### src/rtl/alu_sequencer.sv
// alu_sequencer: 3-state issue/exec/writeback controller for an 8-bit ALU with a 4x8 register file
// Ports: clk, rst_n (async active-low); instr_valid/instr_ready/instr/imm instruction handshake;
// load_en/load_sel/load_data external register write; rd_sel/rd_data debug read;
// alu_enable/alu_mode/alu_a/alu_b drive the ALU; alu_out/alu_zero/alu_carry come back from it;
// done retire pulse; flag_zero/flag_carry architectural flags.
`ifndef ALU_ADD
`define ALU_ADD 3'd0
`endif
`ifndef ALU_SUB
`define ALU_SUB 3'd1
`endif
`ifndef ALU_AND
`define ALU_AND 3'd2
`endif
`ifndef ALU_OR
`define ALU_OR 3'd3
`endif

module alu_sequencer (
  input  logic       clk,
  input  logic       rst_n,
  input  logic       instr_valid,
  output logic       instr_ready,
  input  logic [7:0] instr,
  input  logic [7:0] imm,
  input  logic       load_en,
  input  logic [1:0] load_sel,
  input  logic [7:0] load_data,
  input  logic [1:0] rd_sel,
  output logic [7:0] rd_data,
  output logic       alu_enable,
  output logic [2:0] alu_mode,
  output logic [7:0] alu_a,
  output logic [7:0] alu_b,
  input  logic [7:0] alu_out,
  input  logic       alu_zero,
  input  logic       alu_carry,
  output logic       done,
  output logic       flag_zero,
  output logic       flag_carry
);
  typedef enum logic [1:0] {IDLE, EXEC, WB} state_t;
  state_t state;
  logic [7:0] regs [4];
  logic [1:0] wb_rd;
  logic wb_en, arith;
  logic [1:0] op, rd, rs;
  logic [2:0] mode_n;
  assign op = instr[7:6];
  assign rd = instr[5:4];
  assign rs = instr[3:2];
  assign mode_n = op == 2'b00 ? `ALU_ADD : op == 2'b01 ? `ALU_SUB : op == 2'b10 ? `ALU_AND : `ALU_OR;
  assign rd_data = regs[rd_sel];
  always_ff @(posedge clk or negedge rst_n) begin
    if (!rst_n) begin
      state <= IDLE;
      for (int i = 0; i < 4; i++) regs[i] <= 8'h00;
      alu_a <= 8'h00;
      alu_b <= 8'h00;
      alu_mode <= `ALU_ADD;
      alu_enable <= 1'b0;
      done <= 1'b0;
      instr_ready <= 1'b1;
      flag_zero <= 1'b0;
      flag_carry <= 1'b0;
      wb_rd <= 2'd0;
      wb_en <= 1'b0;
      arith <= 1'b0;
    end else begin
      alu_enable <= 1'b0;
      done <= 1'b0;
      case (state)
        IDLE: begin
          // operands below read pre-load values because all updates are non-blocking
          if (load_en) regs[load_sel] <= load_data;
          if (instr_valid && instr_ready) begin
            alu_a <= regs[rd];
            alu_b <= instr[1] ? imm : regs[rs];
            alu_mode <= mode_n;
            wb_rd <= rd;
            wb_en <= instr[0];
            arith <= ~op[1];
            alu_enable <= 1'b1;
            instr_ready <= 1'b0;
            state <= EXEC;
          end
        end
        EXEC: begin
          done <= 1'b1;
          state <= WB;
        end
        WB: begin
          if (wb_en) regs[wb_rd] <= alu_out;
          flag_zero <= alu_zero;
          // logic ops leave the ALU carry stale, so only arithmetic updates it
          if (arith) flag_carry <= alu_carry;
          instr_ready <= 1'b1;
          state <= IDLE;
        end
        default: begin
          instr_ready <= 1'b1;
          state <= IDLE;
        end
      endcase
    end
  end
endmodule

### config.mk
export PLATFORM = sky130hd
export DESIGN_NAME = alu_sequencer
export DESIGN_NICKNAME = d
export VERILOG_FILES = /design/src/rtl/alu_sequencer.sv
export SDC_FILE = /design/constraint.sdc
export NUM_CORES = 1
export LEC_CHECK = 0
export BUFFER_PORTS_ARGS = -buffer_cell sky130_fd_sc_hd__buf_2
export CAP_MARGIN = 15
export CELL_PAD_IN_SITES_DETAIL_PLACEMENT = 0
export CELL_PAD_IN_SITES_GLOBAL_PLACEMENT = 2
export CORE_MARGIN = 1
export CORE_UTILIZATION = 37
export DETAILED_ROUTE_END_ITERATION = 7
export GPL_TIMING_DRIVEN = 0
export PLACE_DENSITY = 0.84
export SETUP_SLACK_MARGIN = 0.5
export SLEW_MARGIN = 20
export SYNTH_ARGS = -nofsm -noshare
export SYNTH_HDL_FRONTEND = slang
export SYNTH_SLANG_ARGS = --single-unit
### constraint.sdc
create_clock -name clk -period 1.7 [get_ports clk]
set_input_delay 0 -clock clk [delete_from_list [all_inputs] [get_ports clk]]
set_output_delay 0 -clock clk [all_outputs]
set_load 0.01 [all_outputs]
# Word level (Yosys, flattened, before mapping)
# Index checks and enable logic that the tools add are counted.
[totals] reg_bits=62 latchBits=0 ram_bits=0 mem_bits_ro=0 output_inout_bits=32 elab_cells=76 mem_count=0
[op_classes] addsub=0 multipliers=0 div=0 n_lt_le_gt_ge=7 n_eq_ne=7 shift=0 n_mux=29 bitwise=7 n_reduce_logical=10
[op_table] op="$mux 8" count=9
[op_table] op="$bwmux 32" count=2
[op_table] op="$mux 32" count=2
[op_table] op="$pmux 32 s2" count=1
[op_table] op="$bmux 8 s2" count=3
[op_table] op="$demux 8 s2" count=2
[op_table] op="$ge 3x3->1 const B" count=5
[op_table] op="$not 2->3" count=5
[op_table] op="$lt 3x1->1 const B" count=2
[op_table] op="$mux 2" count=3
[op_table] op="$ne 2x2->1 const B" count=3
[op_table] op="$reduce_and 2->1" count=3
[op_table] op="$mux 1" count=5
[op_table] op="$eq 2x1->1 const B" count=2
[op_table] op="$eq 2x2->1 const B" count=2
[op_table] op="$logic_not 2->1" count=2
[op_table] op="$pmux 2 s2" count=1
[op_table] op="$logic_and 1x1->1" count=3
[op_table] op="$reduce_and 3->1" count=1
[op_table] op="$not 1->1" count=2
[op_table] op="$pmux 1 s2" count=1
[op_table] op="$reduce_bool 2->1" count=1

# Logic depth before layout (Yosys ltp)
[depth] depth_word=8 ltp_mapped=7 mapped_depth_nobuf=4

# Worst setup path before layout
# Ideal clock, no wire load.
[synth_path] kind="reg-to-reg" from="register instr_ready" to="register alu_mode[0]" setup_ps=125 arrival_ps=1446 t_required_ps=1575 setup_slack_ps=130 path_stages_with_launch=5 n_path_buf=1 path_cell_list="dfstp_2 nand2_1 nor3_2 buf_2 mux2_2"
[synth_via] elab_chain_len=2
[synth_rtl] item="start: declaration" line_no="23" rtl="output logic instr_ready,"
[synth_rtl] item="start signal: assignment" line_no="63" rtl="instr_ready <= 1'b1;"
[synth_rtl] item="start signal: assignment" line_no="84" rtl="instr_ready <= 1'b0;"
[synth_rtl] item="start signal: assignment" line_no="97" rtl="instr_ready <= 1'b1;"
[synth_rtl] item="$logic_and 1x1->1" line_no="76" rtl="if (instr_valid && instr_ready) begin"
[synth_rtl] item="$reduce_and 2->1 (no source line)"
[synth_rtl] item="end signal: assignment" line_no="60" rtl="alu_mode <= `ALU_ADD;"
[synth_rtl] item="end signal: assignment" line_no="79" rtl="alu_mode <= mode_n;"
[synth_rtl] item="end: declaration" line_no="32" rtl="output logic [2:0] alu_mode,"
# No other way between the ends.
# A chain may end at the register's enable or synchronous reset.

# Worst setup path after layout
[layout_path] from="register state[1]" to="register regs[7] (netlist name)"
[layout_via] elab_chain_len=3 elab_cells_between_ends=7 classes_between="eq/ne (3); mux (1); reduce/logical (3)"
[layout_rtl] item="start: declaration" line_no="43" rtl="state_t state;"
[layout_rtl] item="start signal: assignment" line_no="56" rtl="state <= IDLE;"
[layout_rtl] item="start signal: assignment" line_no="85" rtl="state <= EXEC;"
[layout_rtl] item="start signal: assignment" line_no="90" rtl="state <= WB;"
[layout_rtl] item="$eq 2x2->1 or $logic_not 2->1 (tied branches)" line_no="72" rtl="case (state)"
[layout_rtl] item="$ne 2x2->1 (no source line) or $reduce_bool 2->1 (tied branches)"
[layout_rtl] item="$reduce_and 3->1 (no source line)"
[layout_rtl] item="end signal: indexed assignment" line_no="75" rtl="if (load_en) regs[load_sel] <= load_data;"
[layout_rtl] item="end signal: indexed assignment" line_no="93" rtl="if (wb_en) regs[wb_rd] <= alu_out;"
[layout_rtl] item="end: declaration" line_no="44" rtl="logic [7:0] regs [4];"
# Several ways; a longest one is shown, not always the timed one.

==> impl_metrics.json <==
{
  "first_pass_iters": 4,
  "crit_arrival_ps": 1860,
  "synthesis.area_sq_mm": 0.00328,
  "placed_cell_area_sq_mm": 0.00385,
  "period_share_pct": 92.8,
  "avgSynthCellArea_sq_um": 13.8,
  "clockRootBuffer": "clkbuf_8",
  "vias": 2948,
  "post-route-cell-area_sq_mm": 0.00536,
  "crit_path_max_fanout": 5,
  "met1_usage_pct": 32.4,
  "numCtsBuffers": 9,
  "grtUsageTotal_pct": 25.0,
  "reg2reg_from": "state[1]$_DFFE_PN0P_",
  "final_antenna_net_count": 0,
  "pwr_density_cell_mw_per_mm2": 1620,
  "holdCritStartpoint": "instr_valid",
  "design.core.area_sq_mm": 0.00838,
  "n_fill_cell": 639,
  "drv_cap": 0,
  "worstSkewPairLatency_ps": 360,
  "grt_pass1_vias": 2910,
  "synth_edf_count": 0,
  "async_flop_share_pct": 100,
  "fin_setup_tns_ps": 0,
  "start_util_pct": 39.1,
  "r2r_cells": 8,
  "drc_errors": 0,
  "dp_hpwl_microns": 6110,
  "drtIter0Drc": 160,
  "power.total_w": 0.00867,
  "power_switching_w": 0.00304,
  "relSlewSlack_pct": 47.6,
  "grt_first_pass_wirelength_microns": 16100,
  "worstSetupPathType": "reg2reg",
  "met2_usage_pct": 39.4,
  "syn_inst": 238,
  "synth_area_leaders": "dfrtp_1 (46%), mux4_2 (16%), o2bb2ai_1 (8.6%)",
  "worstMarginPinSlew_ps": 786,
  "io_pins": 74,
  "clockPowerShare_pct": 15.2,
  "clockBufferDepth": 2,
  "synth_top_area_cell": "dfrtp_1",
  "htree_levels": 3,
  "setup_ws_ps": 122,
  "io_buffers": 65,
  "peakVddDrop_v": 0.000711,
  "grt_max_degree": 33,
  "area_growth_pct": 63.4,
  "yosysTopAreaCellShare_pct": 45.8,
  "finalHoldViolCount": 1,
  "drive_gt1_share_pct": 64.5,
  "r2r_slack_ps": 120,
  "start_kind": "flop",
  "post-place-ws_ps": -108,
  "drv_slew": 0,
  "final-setup-viol-count": 0,
  "antenna_cells": 0,
  "end_kind": "flop",
  "synth_seq_cells": 61,
  "fin_skew_ps": 7.94,
  "finalNetCount": 457,
  "avgViaCountPerCell": 5.62,
  "row_count": 33,
  "yosysSeqAreaShare_pct": 46.6,
  "fmax_mhz": 634,
  "combPwrFrac_pct": 53.6,
  "p_sw_share_pct": 35.1,
  "rsz0062_at_grt": "yes",
  "synthFlopType": "dfrtp_1",
  "min_to": "state[0]$_DFFE_PN0P_",
  "top_usage_layer": "met2",
  "use_met3_pct": 5.69,
  "hp-class": "in2reg",
  "clk_pin_slew_ps": 70,
  "cts_tree": "done",
  "synth_warnings": 0,
  "violations": "negative hold slack",
  "reg2reg_to": "regs[7]$_DFFE_PN0P_",
  "die_w_microns": 96.1,
  "wire_per_inst_microns": 20.6,
  "antenna_found_initial": 0,
  "hold_ws_ps": -92.3,
  "yosysUniqueCellTypes": 27,
  "syn-num-nets": 280,
  "cts_sinks": 61,
  "hold_depth": 3,
  "p_leak_nw": 2.32,
  "outcome": "finished, violations left",
  "p_seq_share_pct": 31.2,
  "postCtsHoldBufs": 28,
  "cp.required_ps": 1980,
  "grt.overflow.total": 0,
  "gp_congestion": 0.780,
  "die_y_microns": 96.1,
  "min_period_ps": 1580,
  "power.internal_w": 0.00563,
  "die_area_sq_mm": 0.00924,
  "totalWireLength_microns": 10800
}
-- power by group through the flow --
| stage | Combinational [W] | Sequential (W) | Clock, W |
|---|---|---|---|
| 6_report | 0.00465 | 0.00271 | 0.00132 |
| 2_1_floorplan | 0.00190 | 0.00271 | 0 |
| 3_3_place_gp | 0.00280 | 0.00269 | 0 |
| 5_1_grt | 0.00493 | 0.00279 | 0.00140 |
| 3_5_place_dp | 0.00283 | 0.00271 | 0 |
| 4_1_cts | 0.00415 | 0.00265 | 0.00134 |
-- per-layer routing --
| metal | up-vias | part of all wire, % |
|---|---|---|
| met2 | 121 | 48 |
| met5 | - | 0 |
| met4 | 0 | 3.3 |
| met3 | 30 | 6.5 |
| li1 | 1307 | - |
| met1 | 1490 | 42 |
-- registers in the layout, indices dropped and copies added (netlist names) --
| signal | cells |
|---|---|
| regs | 32 |
| alu_a | 8 |
| alu_b | 8 |
| alu_mode | 2 |
| state | 2 |
| wb_rd | 2 |
| alu_enable | 1 |
| arith | 1 |
| done | 1 |
| flag_carry | 1 |
| flag_zero | 1 |
| instr_ready | 1 |
| wb_en | 1 |
-- logic make-up after synthesis --
kind of cell | Yosys count | share of synthesized area [%]
compound gates | 76 | 18.4
buf+inv | 21 | 3.59
flops | 61 | 46.6
mux | 48 | 24.4
other cells | 1 | 0.114
simple gates | 31 | 6.91
-- timing repair --
item / 4_1_cts / 5_1_grt
gates resized for setup: 63 / 31
pin swaps: 25 / 8
cloned: 3 / 0
endpoints found under the setup margin: 65 / 65
setup buffers: 56 / 13
hold endpoints to repair: 91 / 1
-- critical path: stages, from the launching register on --
cell       delay [ps]
dfrtp_1           370
buf_6             130
nor2b_4           120
buf_6             140
and3_4            190
buf_6             140
o21ai_4           150
buf_6             160
o2bb2ai_2         110
-- worst max-delay path by stage --
stage | from | to | cells after the start
finish | state[1]$_DFFE_PN0P_ | regs[7]$_DFFE_PN0P_ | 8
global placement | state[0]$_DFFE_PN0P_ | regs[11]$_DFFE_PN0P_ | 5
detailed placement | state[0]$_DFFE_PN0P_ | regs[11]$_DFFE_PN0P_ | 5
floorplan | state[1]$_DFFE_PN0P_ | regs[16]$_DFFE_PN0P_ | 6
CTS | instr_ready$_DFFE_PN1P_ | alu_a[2]$_DFFE_PN0P_ | 5
global route | state[1]$_DFFE_PN0P_ | regs[8]$_DFFE_PN0P_ | 6
-- through the flow --
stage          std cells  hold slack (ps)  utilization (%)
3_3_place_gp         408              198             45.7
5_1_grt              525            -80.4             63.9
2_1_floorplan        238             -296                -
3_5_place_dp         409            -16.4             46.0
6_report             525            -92.3             63.9
4_1_cts              512            -91.8             60.8
-- cells in the final DEF, fill, tap and decap left out, types with 2 or more instances in the layout --
| master | Yosys | layout |
|---|---|---|
| buf_2 | 7 | 63 |
| nand2_1 | 5 | 3 |
| clkinv_2 | 0 | 2 |
| clkbuf_1 | 6 | 4 |
| a21oi_2 | 0 | 8 |
| nor2_2 | 0 | 6 |
| nor2_4 | 0 | 4 |
| o21ai_4 | 1 | 4 |
| buf_1 | 2 | 2 |
| nor2b_1 | 3 | 2 |
| a22oi_2 | 0 | 11 |
| buf_8 | 0 | 2 |
| clkbuf_8 | 0 | 13 |
| o2bb2ai_2 | 0 | 17 |
| dlygate4sd3_1 | 0 | 28 |
| mux2_2 | 14 | 2 |
| nor3_4 | 2 | 3 |
| dfrtp_1 | 60 | 59 |
| buf_12 | 0 | 6 |
| a22oi_1 | 32 | 21 |
| nand2_2 | 0 | 2 |
| mux2i_1 | 10 | 10 |
| mux4_2 | 24 | 24 |
| buf_4 | 2 | 54 |
| o2bb2ai_1 | 32 | 15 |
| and3_4 | 0 | 2 |
| buf_6 | 3 | 23 |
| buf_16 | 0 | 2 |
| nor3b_4 | 4 | 4 |
| mux2_4 | 0 | 12 |
-- final cells by class --
cell class	count	area, sq um	share of cell area, %
clock inverter	4	47.5	0.888
sequential	61	1530	28.6
buffer	20	190	3.55
timing repair buffer	166	1340	25.0
clock buffer	12	145	2.71
inverter	1	3.75	0.0701
multi-input combinational	156	1970	36.8
tap	105	131	2.45
-- synth_stat cells, types with 2 or more instances --
library cell  instances
buf_1                 2
a22oi_1              32
and3_1                2
dfrtp_1              60
clkbuf_1              6
o21ai_2               3
nor2_1               11
o2bb2ai_1            32
mux2_2               14
mux4_2               24
nand2_1               5
nor2b_1               3
buf_4                 2
buf_2                 7
buf_6                 3
a21oi_1               8
mux2i_1              10
nor3_4                2
nor3b_4               4
Note: power is estimated with default switching activity, not from simulation.
